==> src/rtl/asap_cu_if.sv <==
// Host/datapath signal bundle for the ASAP control unit.
// master = host side, slave = control unit side.
interface asap_cu_if;
  logic       start;
  logic       in_ready;
  logic       busy;
  logic       out_valid;
  logic       out_ready;
  logic       in0_oe;
  logic       in1_oe;
  logic       f1_oe;
  logic       f2_oe;
  logic       out_oe;
  logic       r2_sel;
  logic       r1_en;
  logic       r2_en;
  logic       r3_en;
  logic [3:0] f1_f;
  logic [1:0] f2_f;

  modport master (
    output start, out_ready,
    input  in_ready, busy, out_valid, in0_oe, in1_oe, f1_oe, f2_oe, out_oe,
           r2_sel, r1_en, r2_en, r3_en, f1_f, f2_f
  );

  modport slave (
    input  start, out_ready,
    output in_ready, busy, out_valid, in0_oe, in1_oe, f1_oe, f2_oe, out_oe,
           r2_sel, r1_en, r2_en, r3_en, f1_f, f2_f
  );
endinterface

==> src/rtl/asap_cu.sv <==
// ASAP datapath control unit: Moore FSM LOAD -> (EXEC1,EXEC2) x ITER -> OUT.
// Optional abort input enabled by defining ASAP_CU_ABORT_EN.
module asap_cu #(
  parameter int unsigned ITER    = 1,
  parameter logic [3:0]  F1_OP_A = 4'd0,
  parameter logic [3:0]  F1_OP_B = 4'd1,
  parameter logic [1:0]  F2_OP   = 2'd0
) (
  input  logic      clk,
  input  logic      rst,
`ifdef ASAP_CU_ABORT_EN
  input  logic      abort,
`endif
  asap_cu_if.slave  bus
);

  localparam int unsigned    ITER_EFF = (ITER == 0) ? 1 : ITER;
  localparam int unsigned    CW       = $clog2(ITER_EFF) + 1;
  localparam logic [CW-1:0]  LAST     = CW'(ITER_EFF - 1);

  typedef enum logic [2:0] {IDLE, LOAD, EXEC1, EXEC2, OUT} state_t;

  typedef struct packed {
    logic       in_ready;
    logic       busy;
    logic       out_valid;
    logic       in0_oe;
    logic       in1_oe;
    logic       f1_oe;
    logic       f2_oe;
    logic       out_oe;
    logic       r2_sel;
    logic       r1_en;
    logic       r2_en;
    logic       r3_en;
    logic [3:0] f1_f;
    logic [1:0] f2_f;
  } ctrl_t;

  state_t        state;
  state_t        nxt;
  logic [CW-1:0] cnt;
  ctrl_t         ctrl;

  function automatic ctrl_t decode(input state_t s);
    ctrl_t c;
    c = '0;
    case (s)
      IDLE:  c.in_ready = 1'b1;
      LOAD: begin
        c.busy   = 1'b1;
        c.in0_oe = 1'b1;
        c.in1_oe = 1'b1;
        c.r1_en  = 1'b1;
        c.r2_en  = 1'b1;
        c.r3_en  = 1'b1;
      end
      EXEC1: begin
        c.busy  = 1'b1;
        c.f1_oe = 1'b1;
        c.f1_f  = F1_OP_A;
        c.r3_en = 1'b1;
        c.f2_oe = 1'b1;
        c.f2_f  = F2_OP;
        c.r2_en = 1'b1;
      end
      EXEC2: begin
        c.busy  = 1'b1;
        c.f1_oe = 1'b1;
        c.f1_f  = F1_OP_B;
        c.r1_en = 1'b1;
      end
      OUT: begin
        c.busy      = 1'b1;
        c.out_valid = 1'b1;
        c.out_oe    = 1'b1;
      end
      default: c = '0;
    endcase
    return c;
  endfunction

  always_comb begin
    nxt = state;
    case (state)
      IDLE:    if (bus.start) nxt = LOAD;
      LOAD:    nxt = EXEC1;
      EXEC1:   nxt = EXEC2;
      EXEC2:   nxt = (cnt == LAST) ? OUT : EXEC1;
      OUT:     if (bus.out_ready) nxt = IDLE;
      default: nxt = IDLE;
    endcase
`ifdef ASAP_CU_ABORT_EN
    if (abort && state != IDLE) nxt = IDLE;
`endif
  end

  // Outputs are registered from the next state so they always match the state register.
  always_ff @(posedge clk) begin
    if (rst) begin
      state <= IDLE;
      cnt   <= '0;
      ctrl  <= decode(IDLE);
    end else begin
      state <= nxt;
      ctrl  <= decode(nxt);
      if (state == LOAD)
        cnt <= '0;
      else if (state == EXEC2 && nxt == EXEC1)
        cnt <= cnt + 1'b1;
    end
  end

  assign bus.in_ready  = ctrl.in_ready;
  assign bus.busy      = ctrl.busy;
  assign bus.out_valid = ctrl.out_valid;
  assign bus.in0_oe    = ctrl.in0_oe;
  assign bus.in1_oe    = ctrl.in1_oe;
  assign bus.f1_oe     = ctrl.f1_oe;
  assign bus.f2_oe     = ctrl.f2_oe;
  assign bus.out_oe    = ctrl.out_oe;
  assign bus.r2_sel    = ctrl.r2_sel;
  assign bus.r1_en     = ctrl.r1_en;
  assign bus.r2_en     = ctrl.r2_en;
  assign bus.r3_en     = ctrl.r3_en;
  assign bus.f1_f      = ctrl.f1_f;
  assign bus.f2_f      = ctrl.f2_f;

endmodule

==> src/flat_wrapper.sv <==
// flat-port wrapper written by rule: the top's interface ports become plain ports
module asap_cu_flat 
#(
  parameter int unsigned ITER    = 1,
  parameter logic [3:0]  F1_OP_A = 4'd0,
  parameter logic [3:0]  F1_OP_B = 4'd1,
  parameter logic [1:0]  F2_OP   = 2'd0
)
  (clk, rst, bus_start, bus_out_ready, bus_in_ready, bus_busy, bus_out_valid, bus_in0_oe, bus_in1_oe, bus_f1_oe, bus_f2_oe, bus_out_oe, bus_r2_sel, bus_r1_en, bus_r2_en, bus_r3_en, bus_f1_f, bus_f2_f);
  asap_cu_if bus_i ();
  input  logic clk;
  input  logic rst;
  input wire logic [$bits(bus_i.start)-1:0] bus_start;
  input wire logic [$bits(bus_i.out_ready)-1:0] bus_out_ready;
  output wire logic [$bits(bus_i.in_ready)-1:0] bus_in_ready;
  output wire logic [$bits(bus_i.busy)-1:0] bus_busy;
  output wire logic [$bits(bus_i.out_valid)-1:0] bus_out_valid;
  output wire logic [$bits(bus_i.in0_oe)-1:0] bus_in0_oe;
  output wire logic [$bits(bus_i.in1_oe)-1:0] bus_in1_oe;
  output wire logic [$bits(bus_i.f1_oe)-1:0] bus_f1_oe;
  output wire logic [$bits(bus_i.f2_oe)-1:0] bus_f2_oe;
  output wire logic [$bits(bus_i.out_oe)-1:0] bus_out_oe;
  output wire logic [$bits(bus_i.r2_sel)-1:0] bus_r2_sel;
  output wire logic [$bits(bus_i.r1_en)-1:0] bus_r1_en;
  output wire logic [$bits(bus_i.r2_en)-1:0] bus_r2_en;
  output wire logic [$bits(bus_i.r3_en)-1:0] bus_r3_en;
  output wire logic [$bits(bus_i.f1_f)-1:0] bus_f1_f;
  output wire logic [$bits(bus_i.f2_f)-1:0] bus_f2_f;
  assign bus_i.start = bus_start;
  assign bus_i.out_ready = bus_out_ready;
  assign bus_in_ready = bus_i.in_ready;
  assign bus_busy = bus_i.busy;
  assign bus_out_valid = bus_i.out_valid;
  assign bus_in0_oe = bus_i.in0_oe;
  assign bus_in1_oe = bus_i.in1_oe;
  assign bus_f1_oe = bus_i.f1_oe;
  assign bus_f2_oe = bus_i.f2_oe;
  assign bus_out_oe = bus_i.out_oe;
  assign bus_r2_sel = bus_i.r2_sel;
  assign bus_r1_en = bus_i.r1_en;
  assign bus_r2_en = bus_i.r2_en;
  assign bus_r3_en = bus_i.r3_en;
  assign bus_f1_f = bus_i.f1_f;
  assign bus_f2_f = bus_i.f2_f;
  asap_cu #(.ITER(ITER), .F1_OP_A(F1_OP_A), .F1_OP_B(F1_OP_B), .F2_OP(F2_OP)) u_core (.clk(clk), .rst(rst), .bus(bus_i));
endmodule
==> config.mk <==
export PLATFORM = sky130hd
export DESIGN_NAME = asap_cu_flat
export DESIGN_NICKNAME = d
export VERILOG_FILES = /design/src/rtl/asap_cu_if.sv /design/src/rtl/asap_cu.sv /design/src/flat_wrapper.sv
export SDC_FILE = /design/constraint.sdc
export NUM_CORES = 1
export LEC_CHECK = 0
export CELL_PAD_IN_SITES_DETAIL_PLACEMENT = 0
export CELL_PAD_IN_SITES_GLOBAL_PLACEMENT = 2
export CORE_UTILIZATION = 24
export CTS_CLUSTER_SIZE = 8
export DETAILED_ROUTE_END_ITERATION = 10
export PLACE_DENSITY = 0.81
export SETUP_SLACK_MARGIN = 0.4
export SYNTH_ARGS = -nofsm -noshare
export SYNTH_HDL_FRONTEND = slang
export SYNTH_SLANG_ARGS = --single-unit
==> constraint.sdc <==
create_clock -name clk -period 2.7 [get_ports clk]
set_input_delay 0.54 -clock clk [delete_from_list [all_inputs] [get_ports clk]]
set_output_delay 0.54 -clock clk [all_outputs]
set_load 0.01 [all_outputs]
==> Flow_metrics.wiki <==
{| class="wikitable"
! Metric !! Value
|-
| Number of buffers added to fix hold violations after cts || 0
|-
| Most common library cell in the layout ignoring fill and taps || sky130_fd_sc_hd__clkdlybuf4s50_1
|-
| Clock tree from TritonCTS || built
|-
| Accumulated negative setup slack || 0 ns
|-
| Die height || 47.5 µm
|-
| Reported leakage power || 0.250 nW
|-
| Largest delay contributor family on the critical path || buffers and inverters
|-
| Worst setup slack after placement || 0.775 ns
|-
| Top cells by area, synth || sky130_fd_sc_hd__dfxtp_1 52%, sky130_fd_sc_hd__buf_4 14%, sky130_fd_sc_hd__nor3_1 5.0%
|-
| TritonCTS buffer count || 3
|-
| Post_cts resized || 0
|-
| Ordered list of cells on the worst path || clkdlybuf4s50_1
|-
| Routability congestion estimate || 0.719
|-
| Worst Slack Setup Final || 1.03 ns
|-
| Number of global-route vias before repair || between 200 and 300
|-
| Cell row count || 16
|-
| Max Cap Violations || 0
|-
| Fin Clk Skew || 0.000618 ns
|-
| Hold violation count in the final report || 0
|-
| Total via count in the routed design || 340
|-
| Highest clock frequency the design can meet || 601 MHz
|-
| Die Area || 2260 µm²
|-
| HPWL reported at the end of detailed placement || roughly 540 µm
|-
| Number of cells in the design after placement || 87
|-
| Worst Setup Start Kind || flip-flop
|-
| Post-synthesis cell area || between 400 and 500 µm²
|-
| Setup repair after global routing missed its margin || no
|-
| Class of the worst hold path || flip-flop to flip-flop
|-
| Routed wire length || 723 µm
|-
| Worst Reg-to-Reg Cells || 3
|-
| Share of the synthesized area in the top cell type || between 50 and 60%
|-
| Status || complete, no violations
|-
| Final worst path period share || 61.7%
|-
| Data arrival time at the worst-slack endpoint || ~1.1 ns
|-
| Antenna diode count || 0
|-
| Layout filler cell count || approximately 220
|-
| Critical path class || flip-flop to primary output
|-
| Final Instance Count excl. Fillers || 91
|-
| Max Fanout on Critical Path || 2
|-
| Number of max-slew violations in the final report || 0
|-
| Clock Pin Slew Worst Setup and Hold Paths || ~0.07 ns
|-
| Launching instance or port of the critical path || u_core.bus.out_oe$_SDFF_PP0_
|-
| CTS sink count || 13
|-
| Most used cells in the layout excluding fill and tap cells || 15 x sky130_fd_sc_hd__clkdlybuf4s50_1, 13 x sky130_fd_sc_hd__dfxtp_1, 6 x sky130_fd_sc_hd__nor2_1, 6 x sky130_fd_sc_hd__conb_1, 5 x sky130_fd_sc_hd__nor3_1
|-
| Post-synthesis instance total || 51
|-
| FF-to-FF Start || u_core.state[1]$_SDFF_PP0_
|-
| Average routed wire per standard cell || 7.95 µm
|-
| Minimum clock period after layout || between 1.5 and 2 ns
|-
| Detailed Routing Iterations Pass 1 || 4
|-
| Number of buffers and inverters on the critical path || 1
|-
| Maximum number of pins on one net before global-route repair || 11
|-
| Per-instance average area after synthesis || 9.74 µm²
|-
| Library cell used as clock root buffer || sky130_fd_sc_hd__clkbuf_4
|-
| Total GRT Usage || 7.24%
|-
| Required arrival time at the worst endpoint || approximately 2.2 ns
|-
| Post-CTS Setup Inserts || 0
|-
| Number of antenna violations at the first check in global routing || 0
|-
| Total non-filler cell area in the finished layout || roughly 640 µm²
|-
| Top-level I/O count || 22
|-
| End of the worst register-to-register path || u_core.bus.in_ready$_SDFF_PP1_
|-
| Core region area || 1960 µm²
|-
| Worst vdd rail ir drop || 0.214 mV
|-
| Count of cell types in the netlist || 19
|-
| Post-synth top area cell || sky130_fd_sc_hd__dfxtp_1
|-
| Count of cell instances traversed by the critical path || 1
|-
| Ratio of total power to cell area || 614 nW/µm²
|-
| Fraction of final layout cells with drive strength greater than 1 || 10.9%
|-
| Wire length of the first global-routing pass || around 1100 µm
|-
| Skew-Pair Late Insertion Delay || 0.27 ns
|-
| Standard cell with the maximum stage delay on the critical path || sky130_fd_sc_hd__clkdlybuf4s50_1
|-
| Grt total ovfl || 0
|-
| Number of levels the H-tree was split into || 1
|-
| Clock tree buffer depth || 2
|-
| Antenna Nets Post-Route || 0
|-
| Worst-case register-to-register setup slack || 1.27 ns
|-
| DRC viols || 0
|-
| Net count of the finished layout || 69
|-
| Initial core utilization || 25.3%
|-
| Type of element capturing the critical path || primary output
|-
| Sequential fraction of the synthesis area || 52.4%
|-
| Relative area change from synthesis to final layout || 29.5%
|-
| Via count normalized by instance count || 3.74
|-
| Yosys warns || 0
|-
| Post-detailed-placement cell area || 617 µm²
|-
| CP peak stage delay || approximately 0.53 ns
|-
| Count of buffers inserted at the top-level ports || 15
|-
| Flip-flop and latch count after synthesis || 13
|-
| Finish-stage setup viols || 0
|-
| Die width || 47.5 µm
|-
| Violation count after the first detailed-route iteration || 8
|-
| Worst Setup EP || bus_out_oe
|}
-- layout make-up --
class | count | area (µm²) | share of cell area, %
clock buffer | 4 | 26.3 | 4.09
inverter | 2 | 7.51 | 1.17
multi-input combinational | 30 | 165 | 25.7
sequential | 13 | 260 | 40.5
tap | 27 | 33.8 | 5.25
timing repair buffer | 15 | 150 | 23.3
-- layer usage --
metal	share of wire, %	GRT usage (%)	vias to the layer above
met4	0	3.43	0
met1	45	7.97	148
li1	-	-	178
met3	7.9	4.53	0
met2	47	11.0	14
met5	0	0	-
-- state kept, by name (all words and copies together) (netlist names) --
name                 cells
u_core.bus.f2_oe         1
u_core.cnt               1
u_core.bus.busy          1
u_core.state             3
u_core.bus.f1_oe         1
u_core.bus.r1_en         1
u_core.bus.out_oe        1
u_core.bus.in_ready      1
u_core.bus.f1_f          1
u_core.bus.in0_oe        1
u_core.bus.r3_en         1
-- metrics by stage --
step / total power [W] / hold WS [ns] / utilization, %
2_1_floorplan: 0.000262 / 0.442 / -
3_3_place_gp: 0.000284 / 0.503 / 31.4
3_5_place_dp: 0.000285 / 0.485 / 31.4
4_1_cts: 0.000403 / 0.496 / 32.8
5_1_grt: 0.000424 / 0.524 / 32.8
6_report: 0.000395 / 0.484 / 32.8
-- worst min-delay path by stage --
| stage | start | endpoint | depth (start not counted) |
|---|---|---|---|
| 6_report | u_core.cnt$_SDFFE_PP0P_ | u_core.cnt$_SDFFE_PP0P_ | 2 |
| 5_1_grt | u_core.cnt$_SDFFE_PP0P_ | u_core.cnt$_SDFFE_PP0P_ | 2 |
| 4_1_cts | u_core.cnt$_SDFFE_PP0P_ | u_core.cnt$_SDFFE_PP0P_ | 2 |
| 3_5_place_dp | u_core.cnt$_SDFFE_PP0P_ | u_core.cnt$_SDFFE_PP0P_ | 2 |
| 3_3_place_gp | u_core.cnt$_SDFFE_PP0P_ | u_core.cnt$_SDFFE_PP0P_ | 2 |
| 2_1_floorplan | u_core.cnt$_SDFFE_PP0P_ | u_core.cnt$_SDFFE_PP0P_ | 2 |
-- cell families (layout without fill, tap and decap cells) --
group / after synthesis / in the layout / share of synthesized area (%)
AOI/OAI and AO/OA: 7 / 7 / 10.1
other: 1 / 6 / 0.755
and+or+nand+nor: 17 / 17 / 18.6
buffers and inverters: 13 / 21 / 18.1
DFF: 13 / 13 / 52.4
-- where the power goes --
| group | total, W | internal, W | leakage (nW) | switching (W) |
|---|---|---|---|---|
| Combinational | 0.0000648 | 0.0000363 | 0.128 | 0.0000285 |
| Sequential | 0.000215 | 0.000206 | 0.107 | 0.00000879 |
| Clock | 0.000115 | 0.0000572 | 0.0150 | 0.0000580 |
| Total | 0.000395 | 0.000299 | 0.250 | 0.0000954 |
-- synthesized netlist by cell type, drive strengths merged --
cell,instances
a21oi,3
a31o,1
buf,10
clkbuf,1
conb,1
dfxtp,13
inv,2
nand2,2
nor2,6
nor2b,1
nor3,5
o21ai,1
o21ba,1
o21bai,1
or2,1
or4b,1
or4bb,1
Note: power is estimated with default switching activity, not from simulation.
